File: src/rtl/contador_pkg.sv
// Shared definitions for the sequence-counter monitor: the fixed count table,
// FSM state codes and index arithmetic.
package contador_pkg;

    localparam int SEQ_LEN = 10;

    localparam logic [1:0] SEARCH = 2'd0;
    localparam logic [1:0] CHECK  = 2'd1;
    localparam logic [1:0] LOCKED = 2'd2;

    typedef struct packed {
        logic       found;
        logic [3:0] index;
    } lookup_t;

    // Descending count with the 1 and 0 entries swapped.
    function automatic logic [3:0] seq_at(input logic [3:0] i);
        logic [3:0] v;
        case (i)
            4'd0:    v = 4'd9;
            4'd1:    v = 4'd8;
            4'd2:    v = 4'd7;
            4'd3:    v = 4'd6;
            4'd4:    v = 4'd5;
            4'd5:    v = 4'd4;
            4'd6:    v = 4'd3;
            4'd7:    v = 4'd2;
            4'd8:    v = 4'd0;
            4'd9:    v = 4'd1;
            default: v = 4'd0;
        endcase
        return v;
    endfunction

    function automatic logic [3:0] idx_inc(input logic [3:0] i);
        return (i >= 4'(SEQ_LEN - 1)) ? 4'd0 : i + 4'd1;
    endfunction

endpackage

File: src/rtl/contador_if.sv
// Bus between a sequence counter (master) and its monitor (slave).
interface contador_if #(
    parameter int W    = 4,
    parameter int ERRW = 8
) ();
    logic            E;
    logic [W-1:0]    Q_in;
    logic            LOCK;
    logic            ERR;
    logic [3:0]      IDX;
    logic [W-1:0]    NEXT;
    logic [ERRW-1:0] ERRCNT;

    modport master (output E, Q_in, input LOCK, ERR, IDX, NEXT, ERRCNT);
    modport slave  (input E, Q_in, output LOCK, ERR, IDX, NEXT, ERRCNT);
endinterface

File: src/rtl/contador_tabla.sv
// Combinational sequence table: value-to-index search and index-to-value read.
module contador_tabla
    import contador_pkg::*;
#(
    parameter int W = 4
) (
    input  logic [W-1:0] value,
    output lookup_t      hit,
    input  logic [3:0]   at,
    output logic [W-1:0] entry
);

    // Table entries are distinct, so at most one index can match.
    always_comb begin
        hit = '0;
        for (int i = 0; i < SEQ_LEN; i++) begin
            if (value == W'(seq_at(4'(i)))) begin
                hit.found = 1'b1;
                hit.index = 4'(i);
            end
        end
    end

    assign entry = W'(seq_at(at));

endmodule

File: src/rtl/contador_monitor.sv
// Monitors a 4-bit sequence counter: acquires lock on the fixed table,
// tracks position, flags and counts out-of-sequence samples.
module contador_monitor
    import contador_pkg::*;
#(
    parameter int W      = 4,
    parameter int LOCK_N = 2,
    parameter int MISS_N = 3,
    parameter int ERRW   = 8
) (
    input  logic     C,
    input  logic     nR,
    contador_if.slave bus
);

    localparam int MCW = $clog2(LOCK_N + 1);
    localparam int MSW = $clog2(MISS_N + 1);

    logic [1:0]      state, state_n;
    logic [3:0]      idx, idx_n;
    logic [MCW-1:0]  match_cnt, match_n;
    logic [MSW-1:0]  miss_cnt, miss_n;
    logic [ERRW-1:0] errcnt, errcnt_n;
    logic            err_n;
    logic            lock;
    logic            err;
    logic [W-1:0]    next_val;
    logic [W-1:0]    entry;
    lookup_t         hit;
    logic            mismatch;

    contador_tabla #(.W(W)) u_tabla (
        .value (bus.Q_in),
        .hit   (hit),
        .at    (idx_inc(idx_n)),
        .entry (entry)
    );

    // The registered NEXT is exactly the value expected from the current sample.
    assign mismatch = (bus.Q_in != next_val);

    always_comb begin
        state_n  = state;
        idx_n    = idx;
        match_n  = match_cnt;
        miss_n   = miss_cnt;
        errcnt_n = errcnt;
        err_n    = 1'b0;
        if (bus.E) begin
            case (state)
                SEARCH: begin
                    if (hit.found) begin
                        state_n = CHECK;
                        idx_n   = hit.index;
                        match_n = '0;
                    end
                end
                CHECK: begin
                    if (!mismatch) begin
                        idx_n   = idx_inc(idx);
                        match_n = match_cnt + MCW'(1);
                        if (match_cnt == MCW'(LOCK_N - 1)) begin
                            state_n = LOCKED;
                            miss_n  = '0;
                        end
                    end else if (hit.found) begin
                        idx_n   = hit.index;
                        match_n = '0;
                    end else begin
                        state_n = SEARCH;
                        idx_n   = 4'd0;
                        match_n = '0;
                    end
                end
                LOCKED: begin
                    // Flywheel: position advances even on a bad sample.
                    idx_n = idx_inc(idx);
                    if (!mismatch) begin
                        miss_n = '0;
                    end else begin
                        err_n  = 1'b1;
                        miss_n = miss_cnt + MSW'(1);
                        if (errcnt != {ERRW{1'b1}}) begin
                            errcnt_n = errcnt + ERRW'(1);
                        end
                        if (miss_cnt == MSW'(MISS_N - 1)) begin
                            state_n = SEARCH;
                            idx_n   = 4'd0;
                            miss_n  = '0;
                            match_n = '0;
                        end
                    end
                end
                default: begin
                    state_n = SEARCH;
                    idx_n   = 4'd0;
                    match_n = '0;
                    miss_n  = '0;
                end
            endcase
        end
    end

    always_ff @(posedge C) begin
        if (!nR) begin
            state     <= SEARCH;
            idx       <= 4'd0;
            match_cnt <= '0;
            miss_cnt  <= '0;
            errcnt    <= '0;
            err       <= 1'b0;
            lock      <= 1'b0;
            next_val  <= '0;
        end else begin
            state     <= state_n;
            idx       <= idx_n;
            match_cnt <= match_n;
            miss_cnt  <= miss_n;
            errcnt    <= errcnt_n;
            err       <= err_n;
            lock      <= (state_n == LOCKED);
            next_val  <= (state_n == SEARCH) ? '0 : entry;
        end
    end

    assign bus.LOCK   = lock;
    assign bus.ERR    = err;
    assign bus.IDX    = idx;
    assign bus.NEXT   = next_val;
    assign bus.ERRCNT = errcnt;

endmodule

File: src/flat_wrapper.sv
// flat-port wrapper written by rule: the top's interface ports become plain ports
module contador_monitor_flat import contador_pkg::*;
#(
    parameter int W      = 4,
    parameter int LOCK_N = 2,
    parameter int MISS_N = 3,
    parameter int ERRW   = 8
)
  (C, nR, bus_E, bus_Q_in, bus_LOCK, bus_ERR, bus_IDX, bus_NEXT, bus_ERRCNT);
  contador_if #(.W(W), .ERRW(ERRW)) bus_i ();
  input  logic C;
  input  logic nR;
  input wire logic [$bits(bus_i.E)-1:0] bus_E;
  input wire logic [$bits(bus_i.Q_in)-1:0] bus_Q_in;
  output wire logic [$bits(bus_i.LOCK)-1:0] bus_LOCK;
  output wire logic [$bits(bus_i.ERR)-1:0] bus_ERR;
  output wire logic [$bits(bus_i.IDX)-1:0] bus_IDX;
  output wire logic [$bits(bus_i.NEXT)-1:0] bus_NEXT;
  output wire logic [$bits(bus_i.ERRCNT)-1:0] bus_ERRCNT;
  assign bus_i.E = bus_E;
  assign bus_i.Q_in = bus_Q_in;
  assign bus_LOCK = bus_i.LOCK;
  assign bus_ERR = bus_i.ERR;
  assign bus_IDX = bus_i.IDX;
  assign bus_NEXT = bus_i.NEXT;
  assign bus_ERRCNT = bus_i.ERRCNT;
  contador_monitor #(.W(W), .LOCK_N(LOCK_N), .MISS_N(MISS_N), .ERRW(ERRW)) u_core (.C(C), .nR(nR), .bus(bus_i));
endmodule
File: config.mk
export PLATFORM = sky130hd
export DESIGN_NAME = contador_monitor_flat
export DESIGN_NICKNAME = d
export VERILOG_FILES = /design/src/rtl/contador_pkg.sv /design/src/rtl/contador_if.sv /design/src/rtl/contador_tabla.sv /design/src/rtl/contador_monitor.sv /design/src/flat_wrapper.sv
export SDC_FILE = /design/constraint.sdc
export NUM_CORES = 1
export LEC_CHECK = 0
export BUFFER_PORTS_ARGS = -buffer_cell sky130_fd_sc_hd__buf_2
export CORE_ASPECT_RATIO = 0.7
export CORE_MARGIN = 2
export CORE_UTILIZATION = 45
export DETAILED_ROUTE_END_ITERATION = 8
export GPL_TIMING_DRIVEN = 0
export MAX_ROUTING_LAYER = met4
export PLACE_DENSITY_LB_ADDON = 0.05
export SLEW_MARGIN = 20
export SYNTH_ARGS = -nofsm -noshare
export SYNTH_HDL_FRONTEND = slang
export SYNTH_SLANG_ARGS = --single-unit
export TNS_END_PERCENT = 100
File: constraint.sdc
create_clock -name C -period 2.8 [get_ports C]
set_clock_uncertainty 0.2 [all_clocks]
set_input_delay 0.56 -clock C [delete_from_list [all_inputs] [get_ports C]]
set_output_delay 0.56 -clock C [all_outputs]
set_load 0.01 [all_outputs]
[Word-level counts from Yosys, hierarchy flattened]
Memories as Yosys holds them, arrays and structs flattened. A register that Yosys moved wholly into a read port is not among the register bits.
Index checks and enable logic that the tools add are counted.
Cells by class
  bitwise gates (word level): 2
  order comparisons: 2
  multiplexer cells: 38
  equal/unequal tests: 21
  add/subtract/negate cells: 5
  reductions and logical operators: 8
Operators by type and width (number)
  2-to-1 mux 5 bit: 10
  2-to-1 mux 4 bit: 8
  2-to-1 mux 2 bit: 15
  case mux 2 bit (3 select lines): 3
  == test 4 x 3 -> 1 bit, second input constant: 4
  case mux 4 bit (3 select lines): 1
  AND reduction 4 bit: 3
  adder 4 x 1 -> 4 bit, second input constant: 2
  adder 8 x 1 -> 8 bit, second input constant: 1
  == test 4 x 2 -> 1 bit, second input constant: 2
  == test 4 bit, second input constant: 2
  greater-or-equal comparator 4 bit, second input constant: 2
  inequality test 2 x 1 -> 1 bit, second input constant: 4
  inequality test 8 bit, second input constant: 1
  == test 2 bit, second input constant: 3
  adder 2 x 1 -> 2 bit, second input constant: 2
  == test 2 x 1 -> 1 bit, second input constant: 2
  == test 4 x 1 -> 1 bit, second input constant: 1
  zero test 2 bit: 2
  zero test 4 bit: 1
  inequality test 4 bit: 1
  AND reduction 3 bit: 1
  inequality test 2 bit, second input constant: 1
  NOT 1 bit: 2
  2 further kinds: 2
Word-level totals
  bits in registers: 20
  memories kept: 1
  word-level logic and storage cells: 84
  ROM bits: 64
  output and inout bits: 18
Memories
  (name not given): words 16, width 4, read ports 1, clocked after Yosys merged registers in 1, write ports 0, RTL line contador_pkg.sv:19  | case (i)

[Longest topological paths before layout]
  depth in word-level cells: 17
  mapped depth: 11
  gate-level depth less buffers: 11

[Hierarchy]
From an unflattened synthesis, not the netlist that was laid out.
Second synthesis, totals
  cells, all modules: 190
  area, all modules: 1616.6 sq um
Modules (own cells, without submodules)
  contador_monitor: sequential area each 480.5 sq um, area each 1501.4 sq um, cells each 173, times used 1
  contador_tabla: sequential area each 0.0 sq um, area each 115.1 sq um, cells each 17, times used 1

[Worst setup path before layout]
OpenSTA, ideal clock, no wires.
  kind: input to register
  from: input bus_Q_in[3]
  to: register u_core.next_val[3] (netlist: u_core.bus.NEXT[3])
  arrival: 2720 ps
  cell stages on the path: 11
  slack: -224 ps
  path buffers: 2
  library setup time: 103 ps
  path through: buf_6 > xor2_2 > nor4_1 > buf_4 > a221oi_2 > nor3_1 > nor2_1 > ha_1 > nor2_1 > mux2i_1 > a2111oi_2
On the way
  word-level cells in the longest chain between the ends: 17
  elaborated cells between the ends (all ways): 38
  classes of those cells: add/sub: 1; order compare: 1; eq/ne: 10; mux: 23; reduce/logical: 3
RTL lines
  start, declared: RTL line flat_wrapper.sv:14  | input wire logic [$bits(bus_i.Q_in)-1:0] bus_Q_in;
  == test 4 bit: RTL line contador_tabla.sv:17  | if (value == W'(seq_at(4'(i)))) begin
  2-to-1 mux 5 bit (10 in series): RTL line contador_tabla.sv:17
  2-to-1 mux 4 bit: RTL line contador_monitor.sv:66  | end else if (hit.found) begin
  2-to-1 mux 4 bit: RTL line contador_monitor.sv:59  | if (!mismatch) begin
  case mux 4 bit (3 select lines) (*): RTL line contador_monitor.sv:50  | case (state)
  2-to-1 mux 4 bit (*): RTL line contador_monitor.sv:49  | if (bus.E) begin
  net u_core.idx_n[0]: RTL line contador_monitor.sv:20  | logic [3:0] idx, idx_n;
  adder 4 x 1 -> 4 bit or greater-or-equal comparator 4 bit (tied branches): RTL line contador_pkg.sv:36  | return (i >= 4'(SEQ_LEN - 1)) ? 4'd0 : i + 4'd1;
  2-to-1 mux 4 bit (*): RTL line contador_pkg.sv:36
  end, declared: RTL line contador_monitor.sv:27  | logic [W-1:0] next_val;
Mark *: on every way through the listed nets, which the timed path passes. The rest lies on a longest branch.
A chain may end at the register's enable or synchronous reset.

[Worst setup path after layout]
  from: input bus_Q_in[2]
  to: register u_core.next_val[3] (netlist: u_core.bus.NEXT[3])
The elaborated chain is that of the path after synthesis.

==> Implementation_results.wiki <==
{| class="wikitable"
! Metric !! Value
|-
| Outcome || finished, final reports clean
|-
| Net count after synthesis || about 200
|-
| Final number of setup-violating endpoints || 0
|-
| Final cycle utilization of the critical path || 0.999
|-
| FF+latch count, synth || 24
|-
| Vias/cell || around 5.5
|-
| Top flip-flop cell by instance count after synthesis || dfxtp_1
|-
| Worst rel slew slack || 0.477
|-
| Clock tree from TritonCTS || built
|-
| Fraction of synthesized cell area taken by the top area cell type || 0.299
|-
| Post-place instance area || ~1800 µm²
|-
| Total of max-cap violations || 0
|-
| Via count of the routed design || roughly 1500
|-
| Drt drc || 0
|-
| Proportion of synthesized area in mux cells || 0.0187
|-
| Maximum root-to-sink buffer count || 2
|-
| Highest clock frequency the design can meet || around 360 MHz
|-
| Routability-driven placement congestion ratio || approximately 0.86
|-
| Drt wl/cell || 15.3 µm
|-
| Post-place setup slack || -0.526 ns
|-
| Number of enable-type register cells in the synthesized netlist || 0
|-
| Count of boundary I/O pins || 25
|-
| Clock-pin slew on the worst setup and hold paths || around 0.10 ns
|-
| Type of element launching the critical path || primary input
|-
| N_diodes || 0
|-
| Arrival time of data at the critical path endpoint || ~2.8 ns
|-
| Main area contributors after synthesis || dfxtp_1 30%, xor2_1 6.5%, ha_1 6.2%
|-
| Global router's overall resource usage || 0.224
|-
| Synthesized-area fraction occupied by and/or/nand/nor cells || 0.275
|-
| Number of port buffers || 22
|-
| Post-route ant nets || 0
|-
| Most common cell in the synthesized netlist || nor2_1
|-
| Multi-input gate area || ~1200 µm²
|-
| Pwr Density || roughly 440 nW/µm²
|-
| Routed Wire Length || roughly 4.2 mm
|-
| Xor-xnor portion of the synthesized cell area || 0.101
|-
| Path category of the worst min-delay check || reg -> reg
|-
| Share of layout cells above drive strength 1 || 0.352
|-
| Detailed-routing iteration count for the pre-antenna-repair pass || 4
|-
| Final Hold Vio Count || 0
|-
| DPL Wire Length || 2.98 mm
|-
| Remaining Overflow, GRT || 0
|-
| Level count of the clock H-tree || 1
|-
| Setup repair after global routing missed its margin || true
|-
| DRC marker count from the first detailed-route iteration || 176
|-
| Setup CP Type || in -> reg
|-
| Post-CTS Hold Fix Bufs || 0
|-
| Synth Area in Compound Gates || 0.189
|-
| Leakage power || around 0.86 nW
|-
| Via count of the first global-routing pass || approximately 1400
|-
| Warnings from Yosys || 0
|-
| Total clock buffers created by CTS || 3
|-
| Area Overhead vs Synth || 35.5%
|-
| Standard cell core area || between 3000 and 4000 µm²
|-
| Global-route wire length before repair || 6.59 mm
|-
| Worst-case setup margin in the final layout || about 0.0039 ns
|-
| Largest vdd supply drop || around 0.31 mV
|-
| Average instance area after synthesis || 8.49 µm²
|-
| Worst skew pair latency || about 0.27 ns
|-
| Final Max Slew Viols || 0
|-
| Die outline area || between 4000 and 5000 µm²
|-
| Die Height || 54.0 µm
|-
| Data required time at the worst endpoint || roughly 2.8 ns
|-
| Worst Path Max Fanout || 6
|-
| Number of cell rows || 18
|-
| Initial antenna violation count || 0
|-
| Top cells by count, synth || 25 x nor2_1, 24 x dfxtp_1, 14 x nand2_1, 12 x xor2_1, 11 x inv_1
|-
| Synth unique cells || 56
|-
| Combinational family with the most area after synthesis || simple AND/OR/NAND/NOR gates
|-
| Pin count of the biggest net entering global routing || 14
|-
| Crit end category || flop
|-
| Synth Cell Area || approximately 1600 µm²
|-
| Final instance area || between 2000 and 2500 µm²
|-
| CTS root buf || clkbuf_8
|-
| Final min period || about 2.8 ns
|-
| Synthesized-area fraction occupied by adder cells || 0.0624
|-
| Instance count of the mapped netlist || between 150 and 200
|-
| Yosys top cell by area || dfxtp_1
|-
| Total Nets Final || 243
|-
| Sink Count || 24
|-
| Sequential area share after synthesis || 0.299
|-
| Worst slew pin tran || 0.780 ns
|-
| Layout filler cell count || around 320
|-
| Starting density of the core || 0.463
|-
| Die W || 75.4 µm
|-
| Async SR Flop Fraction || 0
|-
| Flip-flop and latch area || between 400 and 500 µm²
|}
cell type report:
| type | count | area share |
|---|---|---|
| plain buffers | 8 | 0.0276 |
| clock buffers | 4 | 0.0253 |
| inverters | 12 | 0.0207 |
| multi-input cells | 145 | 0.574 |
| flip-flops and latches | 24 | 0.224 |
| well taps | 50 | 0.0288 |
| repair buffers | 34 | 0.0995 |
worst paths after layout:
| kind | from | endpoint | slack, ns | cells past startpoint |
|---|---|---|---|---|
| worst max-delay path | bus_Q_in[2] | u_core.bus.NEXT[3] | 0.004 | 10 |
| worst min register to register | u_core.miss_cnt[1] | u_core.miss_cnt[1] | 0.29 | 2 |
| worst max register to register | u_core.bus.NEXT[3] | u_core.bus.NEXT[3] | 0.03 | 9 |
| worst min-delay path | u_core.miss_cnt[1] | u_core.miss_cnt[1] | 0.29 | 2 |
cells by family after synthesis:
group | after synthesis
simple gates | 81
compound gates | 37
flops | 24
buf+inv | 20
xor+xnor | 16
fa+ha+maj | 8
mux | 3
cell usage in the layout (no fill, tap or decap), types with 3 or more instances in the layout:
master and count:
xor2_4 3, inv_1 10, nor2_1 21, clkbuf_8 4
nor2b_1 3, dfxtp_2 5, buf_2 22, and3_1 5
mux2i_1 3, clkbuf_2 3, buf_4 11, dfxtp_1 19
a21oi_1 4, nand2_1 14, xor2_1 9, nor3_1 6
ha_1 6, nand4_1 4, o21ai_0 4
layer usage:
metal | part of all wire | GRT usage
met4 | 0.018 | 0.0556
met2 | 0.42 | 0.314
met3 | 0.056 | 0.0487
met1 | 0.50 | 0.326
met5 | 0 | -
where the power goes:
group	leakage [nW]	switching [mW]	internal [mW]
registers	0.197	0.0232	0.359
clock network	0.0288	0.120	0.126
logic	0.637	0.172	0.148
worst max-delay path, cell delays in order:
cell and delay, ns:
buf_12 0.11, xor2_4 0.19, or4_4 0.58, a211oi_4 0.26
nor2_2 0.08, nor2_4 0.16, inv_2 0.07, ha_4 0.14
and4b_2 0.26, a2111oi_2 0.33
state kept, by name (all words and copies together) (netlist names):
signal	cells
u_core.state	2
u_core.miss_cnt	2
u_core.bus.LOCK	1
u_core.bus.ERR	1
u_core.match_cnt	2
u_core.bus.IDX	4
u_core.bus.NEXT	4
u_core.bus.ERRCNT	8
timing repair:
item | 4_1_cts | 5_1_grt
setup endpoints to repair | 3 | 5
resized for setup | 19 | 29
cloned | 0 | 0
pin swaps | 10 | 13
buffers inserted | 5 | 7
stage by stage:
stage | hold WS, ns | setup TNS [ns] | util | instances | power, mW
finish | 0.291 | 0 | 0.627 | 277 | 0.948
global route | 0.327 | -0.125 | 0.627 | 277 | 0.992
CTS | 0.288 | -0.00227 | 0.576 | 270 | 0.892
detailed placement | 0.275 | -1.64 | 0.525 | 261 | 0.606
global placement | 0.269 | -1.24 | 0.525 | 261 | 0.600
floorplan | 0.254 | -0.338 | - | 189 | 0.547
(Power assumes the default switching activity.)
